## config.mk

```make
export PLATFORM = sky130hd
export DESIGN_NAME = freduce_min
export DESIGN_NICKNAME = d
export VERILOG_FILES = /design/src/rtl/freduce_min.sv
export SDC_FILE = /design/constraint.sdc
export NUM_CORES = 1
export LEC_CHECK = 0
export ABC_CLOCK_PERIOD_IN_PS = 3450
export CAP_MARGIN = 40
export CORE_MARGIN = 8
export CORE_UTILIZATION = 48
export DETAILED_ROUTE_END_ITERATION = 6
export GPL_TIMING_DRIVEN = 1
export PLACE_DENSITY = 0.8
export RECOVER_POWER = 50
export SYNTH_ARGS = -nofsm -noshare
export SYNTH_HDL_FRONTEND = slang
export SYNTH_SLANG_ARGS = --single-unit
```

## constraint.sdc

```tcl
create_clock -name clk -period 3.45 [get_ports clk]
set_input_delay 0.69 -clock clk [delete_from_list [all_inputs] [get_ports clk]]
set_output_delay 0.69 -clock clk [all_outputs]
set_load 0.01 [all_outputs]
```

## src/rtl/freduce_min.sv

```systemverilog
`default_nettype none
// ============================================================================
// Module   : freduce_min
// Purpose  : Streaming minimum reduction over FloPoCo-format packets.
// Revision : 1.0
// ============================================================================
module freduce_min #(
    parameter int WE   = 8,
    parameter int WF   = 23,
    parameter int IDXW = 16,
    localparam int WIDTH = WE + WF + 3
) (
    input  logic             clk,
    input  logic             rst_n,
    input  logic             in_valid,
    output logic             in_ready,
    input  logic [WIDTH-1:0] in_data,
    input  logic             in_last,
    output logic             out_valid,
    input  logic             out_ready,
    output logic [WIDTH-1:0] out_data,
    output logic [IDXW-1:0]  out_index,
    output logic             out_nan,
    output logic             out_ovf
);

    localparam logic [IDXW-1:0] c_CNT_MAX = {IDXW{1'b1}};

    typedef enum logic [1:0] {
        S_FIRST = 2'd0,
        S_ACCUM = 2'd1,
        S_HOLD  = 2'd2
    } state_t;

    state_t             r_state;
    state_t             w_state_nxt;
    logic               w_in_ready;
    logic               w_out_valid;
    logic               w_accept;
    logic               w_in_nan;
    logic               w_best_nan;
    logic               w_replace;
    logic [WIDTH-1:0]   r_best;
    logic [IDXW-1:0]    r_best_idx;
    logic [IDXW-1:0]    r_cnt;
    logic               r_sat;
    logic               r_nan;
    logic               r_ovf;

    // Strict a < b for two ordered (non-NaN) operands. Zeros collapse to
    // magnitude 0 so every zero encoding compares equal.
    function automatic logic f_less(input logic [WIDTH-1:0] a, input logic [WIDTH-1:0] b);
        logic             a_zero;
        logic             b_zero;
        logic             a_neg;
        logic             b_neg;
        logic [WIDTH-2:0] a_mag;
        logic [WIDTH-2:0] b_mag;
        a_zero = (a[WIDTH-1 -: 2] == 2'b00);
        b_zero = (b[WIDTH-1 -: 2] == 2'b00);
        a_neg  = a[WE+WF] & ~a_zero;
        b_neg  = b[WE+WF] & ~b_zero;
        a_mag  = a_zero ? '0 : {a[WIDTH-1 -: 2], a[WE+WF-1:0]};
        b_mag  = b_zero ? '0 : {b[WIDTH-1 -: 2], b[WE+WF-1:0]};
        if (a_neg != b_neg) begin
            return a_neg;
        end else if (a_neg) begin
            return a_mag > b_mag;
        end else begin
            return a_mag < b_mag;
        end
    endfunction

    assign w_accept   = in_valid & w_in_ready;
    assign w_in_nan   = (in_data[WIDTH-1 -: 2] == 2'b11);
    assign w_best_nan = (r_best[WIDTH-1 -: 2] == 2'b11);
    assign w_replace  = ~w_in_nan & (w_best_nan | f_less(in_data, r_best));

    always_ff @(posedge clk or negedge rst_n) begin
        if (!rst_n) begin
            r_state <= S_FIRST;
        end else begin
            r_state <= w_state_nxt;
        end
    end

    always_comb begin
        w_state_nxt = r_state;
        w_in_ready  = 1'b0;
        w_out_valid = 1'b0;
        case (r_state)
            S_FIRST: begin
                w_in_ready = 1'b1;
                if (in_valid) begin
                    w_state_nxt = in_last ? S_HOLD : S_ACCUM;
                end
            end
            S_ACCUM: begin
                w_in_ready = 1'b1;
                if (in_valid && in_last) begin
                    w_state_nxt = S_HOLD;
                end
            end
            S_HOLD: begin
                w_out_valid = 1'b1;
                if (out_ready) begin
                    w_state_nxt = S_FIRST;
                end
            end
            default: begin
                w_state_nxt = S_FIRST;
            end
        endcase
    end

    // r_sat marks that index 2^IDXW-1 has been handed out; any later
    // element means the packet is longer than the index space.
    always_ff @(posedge clk or negedge rst_n) begin
        if (!rst_n) begin
            r_best     <= '0;
            r_best_idx <= '0;
            r_cnt      <= '0;
            r_sat      <= 1'b0;
            r_nan      <= 1'b0;
            r_ovf      <= 1'b0;
        end else if (w_accept) begin
            if (r_state == S_FIRST) begin
                r_best     <= in_data;
                r_best_idx <= '0;
                r_cnt      <= IDXW'(1);
                r_sat      <= 1'b0;
                r_nan      <= w_in_nan;
                r_ovf      <= 1'b0;
            end else begin
                if (w_replace) begin
                    r_best     <= in_data;
                    r_best_idx <= r_cnt;
                end
                if (r_cnt == c_CNT_MAX) begin
                    r_sat <= 1'b1;
                    if (r_sat) begin
                        r_ovf <= 1'b1;
                    end
                end else begin
                    r_cnt <= r_cnt + IDXW'(1);
                end
                r_nan <= r_nan | w_in_nan;
            end
        end
    end

    assign in_ready  = w_in_ready;
    assign out_valid = w_out_valid;
    assign out_data  = r_best;
    assign out_index = r_best_idx;
    assign out_nan   = r_nan;
    assign out_ovf   = r_ovf;

endmodule
`default_nettype wire

```

==> results of run 1 <==
-- cell families after synthesis --
family                   Yosys count  share of synthesized area
buffers and inverters             76                    0.06339
XOR/XNOR                          12                    0.02121
adder cells (fa/ha/maj)           34                    0.08586
flip-flops                        71                     0.3586
AO/OA/AOI/OAI                    141                     0.2288
AND/OR/NAND/NOR                  235                     0.2422
-- worst max path at each step --
stage	from	depth (start not counted)	to	slack (ns)
after floorplan	in_data[33]	15	out_index[10]	-0.0003
final	in_data[32]	13	out_index[13]	0.07
after global placement	in_data[32]	14	out_data[18]	-0.34
after detailed placement	in_data[32]	14	out_data[7]	-0.46
after global routing	in_data[32]	14	out_index[13]	-0.02
after CTS	out_data[33]	15	out_index[13]	0.11
-- worst max-delay path, stage by stage --
cell	delay [ns]
dlygate4sd2_1	0.27
nor2_4	0.23
clkbuf_16	0.20
nor2b_1	0.05
ha_1	0.28
nand4_1	0.14
or4_4	0.54
or2_1	0.25
o22ai_2	0.16
buf_6	0.16
o21ai_2	0.11
and3_4	0.27
o32ai_2	0.30
-- stage by stage --
stage	instances	area, µm²
floorplan	569	5020
global placement	791	6254
detailed placement	791	6254
CTS	813	6614
global route	817	6685
finish	817	6685
-- metal layers --
layer / share of wire / global-route usage
met1: 0.39 / 0.2674
met3: 0.096 / 0.05995
met4: 0.026 / 0.1017
met5: 0 / 0
met2: 0.49 / 0.3834
-- cells in the final DEF (no fill, tap or decap), types with 3 or more instances in the layout --
master,n
clkbuf_8,9
and3_1,4
inv_1,24
nor2b_1,31
clkinv_4,4
nand4_1,44
a22oi_1,33
nor2_1,23
buf_4,39
clkdlybuf4s50_1,69
xnor2_1,6
clkbuf_1,5
a21oi_1,15
dlygate4sd3_1,20
nor3_1,4
o21a_1,4
o21ai_0,14
nand2_1,56
o2111ai_1,33
o211ai_1,3
xor2_1,6
o31a_1,3
buf_12,5
o32ai_1,4
buf_6,5
ha_1,34
o32ai_2,12
nand3_1,56
dfrtp_1,69
-- registers in the layout (all words and copies together) (netlist names) --
register	flops
out_ovf	1
r_sat	1
out_data	34
out_nan	1
out_index	16
r_cnt	16
r_state	2
-- repair_timing --
item | 4_1_cts | 5_1_grt
setup buffers | 3 | 3
pin swaps | 6 | 13
hold buffers | 0 | 0
gates resized for setup | 12 | 10
endpoints found under the setup margin | 48 | 45
gates cloned | 3 | 2
-- layout make-up --
| class | count | area (µm²) | share of cell area |
|---|---|---|---|
| repair buffers | 147 | 1450 | 0.2169 |
| clock buffers | 10 | 127.6 | 0.01909 |
| inverters | 24 | 90.09 | 0.01348 |
| multi-input cells | 423 | 2973 | 0.4447 |
| well taps | 136 | 170.2 | 0.02545 |
| flip-flops and latches | 71 | 1779 | 0.2661 |
| clock inverters | 6 | 95.09 | 0.01422 |
-- power by group through the flow --
stage / clock, µW / combinational, µW / sequential, µW
floorplan: 0 / 1500 / 1390
global route: 805 / 3290 / 1390
detailed placement: 0 / 2750 / 1360
CTS: 773 / 2920 / 1350
finish: 773 / 3060 / 1370
global placement: 0 / 2670 / 1350
==> impl_metrics.tcl, run 1 <==
set metrics [dict create \
    reg2reg_slack_ns 0.16 \
    avgSynthCellArea_um2 8.708 \
    fillCellCount 803 \
    vias_per_cell 6.397 \
    powerDensity_nw_per_um2 777.5 \
    slew-limit-headroom -0.1484 \
    core_area_um2 10180 \
    yosysWarnings 0 \
    clock_latency_ns 0.37 \
    first_pass_iters 7 \
    pre_cts_ws_ns -0.4585 \
    avgRoutedWirePerCell_um 20.02 \
    remaining_drc_errors 7 \
    syn2layout_area_growth_pct 34.92 \
    synth.most_common_cell "dfrtp_1" \
    comb_power_share 0.589 \
    worst_setup_path_end_kind "flip-flop" \
    p_sw_uw 2297 \
    min_period_ns 3.380 \
    grt_max_degree 58 \
    fin_util 0.6564 \
    setup-tns-final_ns 0 \
    setup_viol 0 \
    clkPwrFrac 0.149 \
    antenna_found_initial 0 \
    min-delay-start "r_state[1]" \
    holdWs_ns 0.5174 \
    synth-edff-count 0 \
    slew_violations 31 \
    grt_pass1_vias 5360 \
    placementRows 37 \
    hold_path.class "reg -> reg" \
    synth_area_leaders "dfrtp_1, ha_1, o2111ai_1, nand3_1, nand4_1" \
    final_nets 749 \
    reg2reg_depth 13 \
    dieWidth_um 117.6 \
    start_util 0.4865 \
    fin_total_pwr_uw 5198 \
    yosysTopAreaCell "dfrtp_1" \
    path_clk_slew_ns 0.08 \
    violations "design-rule violations, max-capacitance violations, max-slew violations" \
    holdPathEnd "r_state[0]" \
    clock-skew-final_ns 0.01054 \
    clock_sinks 71 \
    r2r_start "out_data[33]" \
    seq_area_frac_synth 0.3586 \
    grt_use_total 0.2279 \
    ys_top_cells_by_count "dfrtp_1, nand2_1, nand3_1, nand4_1, clkbuf_1" \
    cts_tree "built" \
    drt_iter0_drc 516 \
    cts_max_level 3 \
    power.share.switching 0.4419 \
    finalCritPeriodShare 0.9798 \
    clock_path_buffers 2 \
    port_buffers 92 \
    criticalPathCategory "in -> reg" \
    ys_seq_elements 71 \
    clockRootBuffer "clkbuf_8" \
    tightest_slew_ns 1.723 \
    crit_required_ns 3.71 \
    start_kind "primary input" \
    reg2reg_to "out_index[13]" \
    intPower_uw 2901 \
    syn_inst 569 \
    synth_area_um2 4955 \
    dominantRegCellSynth "dfrtp_1" \
    outcome "finished with violations" \
    drive_gt1_frac 0.1468 \
    die_y_um 117.6 \
    dp_hpwl_um 10600 \
    leakage_uw 0.002798 \
    synth_nets 642 \
    dieArea_um2 13830 \
    ant_nets 0 \
    cap_violations 1 \
    fmax_ghz 0.2958 \
    cts_buffers 9 \
    async_flop_share 1.000 \
    grt-ovfl-total 0 \
    vias 5226 \
    yosysUniqueCellTypes 48 \
    peakVddDrop_v 0.0004069 \
    hold_depth 1 \
    grt_pass1_wl_um 26340 \
    n_antenna_cell 0 \
    synth_top_area_share 0.3586 \
    fin_ws_ns 0.06962 \
    wl_um 16360 \
    gp_congestion 0.8506 \
    ios 93 \
    power_frac_seq 0.263 \
    finalHoldViolations 0 \
    crit_fanout 8 \
    worstPathArrival_ns 3.64 \
]
Power figures use the tool's default switching activity.
==> run 2, diff against run 1 <==
Settings changed: ABC_CLOCK_PERIOD_IN_PS 3450 to 4000, CORE_UTILIZATION 48 to 57, PLACE_DENSITY 0.8 to 0.89.
Clock period 3.45 ns to 4 ns, I/O delays scaled along.
==> run 2 against run 1 <==
  * The flow finishes with violations (max-capacitance violations, max-slew violations)
  * Critical path depth rose by 1
  * Clock skew grew 0.0056 ns
  * Clock power decreased by 28%
  * Flip-flop and latch count did not move
  * Via count up 1.0%
  * Sequential share of layout area up 1.5 points
  * Cell area is 5.6% lower
  * Setup slack improved by 0.13 ns
  * First-iteration DRC count fell by 12%
  * Global-route usage grew 3.5 points
  * Critical path type unchanged
==> impl_metrics.tcl, run 2 (synthesis results as in run 1) <==
set metrics [dict create \
    cap_violations 1 \
    die_y_um 109.2 \
    cts_setup_buffers 0 \
    violations "max-capacitance violations, max-slew violations" \
    crit_buf_inv 4 \
    reg2reg_depth 14 \
    path_clk_slew_ns 0.09 \
    clockRootBuffer "clkbuf_8" \
    setup-tns-final_ns 0 \
    drive_gt1_frac 0.1069 \
    p_sw_uw 1915 \
    fin_util 0.7346 \
    vias_per_cell 6.837 \
    cts_max_level 3 \
    hold_path.class "in -> async" \
    finalCritPeriodShare 0.9502 \
    clock_latency_ns 0.36 \
    clkPwrFrac 0.136 \
    slew-limit-headroom -0.1997 \
    outcome "finished with violations" \
    dieArea_um2 11930 \
    cts_tree "built" \
    fin_ws_ns 0.1991 \
    gp_congestion 0.8642 \
    dieWidth_um 109.2 \
    syn2layout_area_growth_pct 27.40 \
    fillCellCount 621 \
    path_depth 14 \
    start_kind "primary input" \
    peakVddDrop_v 0.0003937 \
    holdBufCountCts 0 \
    grt_max_degree 58 \
    reg2reg_slack_ns 0.43 \
    ant_nets 0 \
    finalHoldViolations 0 \
    final_nets 732 \
    crit_chain "clkdlybuf4s50_1 -> nor2_2 -> buf_12 -> nor2b_1 -> ha_1 -> nand4_1 -> or4_4 -> or2_1 -> o22ai_2 -> buf_4 -> o21ai_2 -> and3_1 -> buf_12 -> o32ai_1" \
    reg2reg_to "out_index[3]" \
    cts_buffers 9 \
    clock_sinks 71 \
    fmax_ghz 0.2631 \
    grt_use_total 0.2633 \
    ios 93 \
    fin_total_pwr_uw 4108 \
    r2r_start "out_data[33]" \
    grt_pass1_vias 5287 \
    power.share.switching 0.4662 \
    n_antenna_cell 0 \
    remaining_drc_errors 0 \
    clock-skew-final_ns 0.01614 \
    worst_setup_path_end_kind "flip-flop" \
    vias 5278 \
    tightest_slew_ns 1.800 \
    intPower_uw 2193 \
    dp_hpwl_um 10750 \
    antenna_found_initial 0 \
    seq_area_um2 1777 \
    final_cell_mix "clkdlybuf4s50_1, dfrtp_1, nand2_1, nand3_1, nand4_1" \
    pre_cts_ws_ns -0.1470 \
    worstPathArrival_ns 4.06 \
    wl_um 15590 \
    crit_path_frequent_cell "buf_12" \
    cts_resized 0 \
    port_buffers 92 \
    holdWs_ns 0.5366 \
    largest_register_ffs 34 \
    placementRows 34 \
    crit_fanout 23 \
    crit_required_ns 4.26 \
    powerDensity_nw_per_um2 650.8 \
    power_frac_seq 0.287 \
    comb_power_share 0.577 \
    core_area_um2 8593 \
    multiInputGateArea_um2 2895 \
    clock_path_buffers 2 \
    first_pass_iters 5 \
    critPathMaxStageDelay_ns 0.55 \
    avgRoutedWirePerCell_um 20.19 \
    leakage_uw 0.002641 \
    rsz0062_at_grt "false" \
    critPathTopFamily "simple AND/OR/NAND/NOR gates" \
    cp_slowest_cell "or4_4" \
    slew_violations 33 \
    grt_pass1_wl_um 25570 \
    start_util 0.5766 \
    min_period_ns 3.801 \
    grt-ovfl-total 0 \
    criticalPathCategory "in -> reg" \
    setup_viol 0 \
    drt_iter0_drc 454 \
]
## run 2: layer usage
layer  GRT usage  part of all wire  vias to the layer above
li1            -                 -                     2333
met1      0.3274              0.39                     2547
met2      0.4350              0.49                      344
met3     0.05142             0.095                       54
met4      0.1167             0.027                        0
met5           0                 0                        -
## run 2: stage by stage
step | std cells | instance area [µm²]
after floorplan | 569 | 4955
after CTS | 772 | 6329
final | 772 | 6312
after global placement | 755 | 6136
after global routing | 772 | 6312
after detailed placement | 756 | 6143
## run 2: worst max path at each step
stage	startpoint	end
finish	in_data[33]	out_index[3]
floorplan	in_data[33]	out_index[10]
CTS	in_data[33]	out_index[3]
global route	in_data[33]	out_index[15]
global placement	in_data[33]	out_index[1]
detailed placement	in_data[33]	out_index[3]
## run 2: final cells by class
class | instances | area share
well taps | 108 | 0.02141
flip-flops and latches | 71 | 0.2815
repair buffers | 131 | 0.1948
clock buffers | 9 | 0.01962
clock inverters | 7 | 0.009713
multi-input cells | 422 | 0.4587
inverters | 24 | 0.01427
## run 2: power by group through the flow
stage          clock network [µW]  registers (µW)  logic (µW)
2_1_floorplan                   0            1200        1270
6_report                      559            1180        2370
4_1_cts                       559            1170        2350
3_5_place_dp                    0            1180        2320
3_3_place_gp                    0            1160        2230
5_1_grt                       599            1200        2570
## run 2: worst reg2reg max path, stage by stage, from the launching register on
cell     delay (ns)
dfrtp_1        0.45
inv_1          0.14
nand2_1        0.18
buf_4          0.23
nand2_1        0.09
ha_1           0.31
nand4_1        0.15
or4_4          0.55
or2_1          0.24
o22ai_2        0.24
buf_4          0.18
o21ai_2        0.06
and3_1         0.19
buf_12         0.16
o32ai_1        0.30
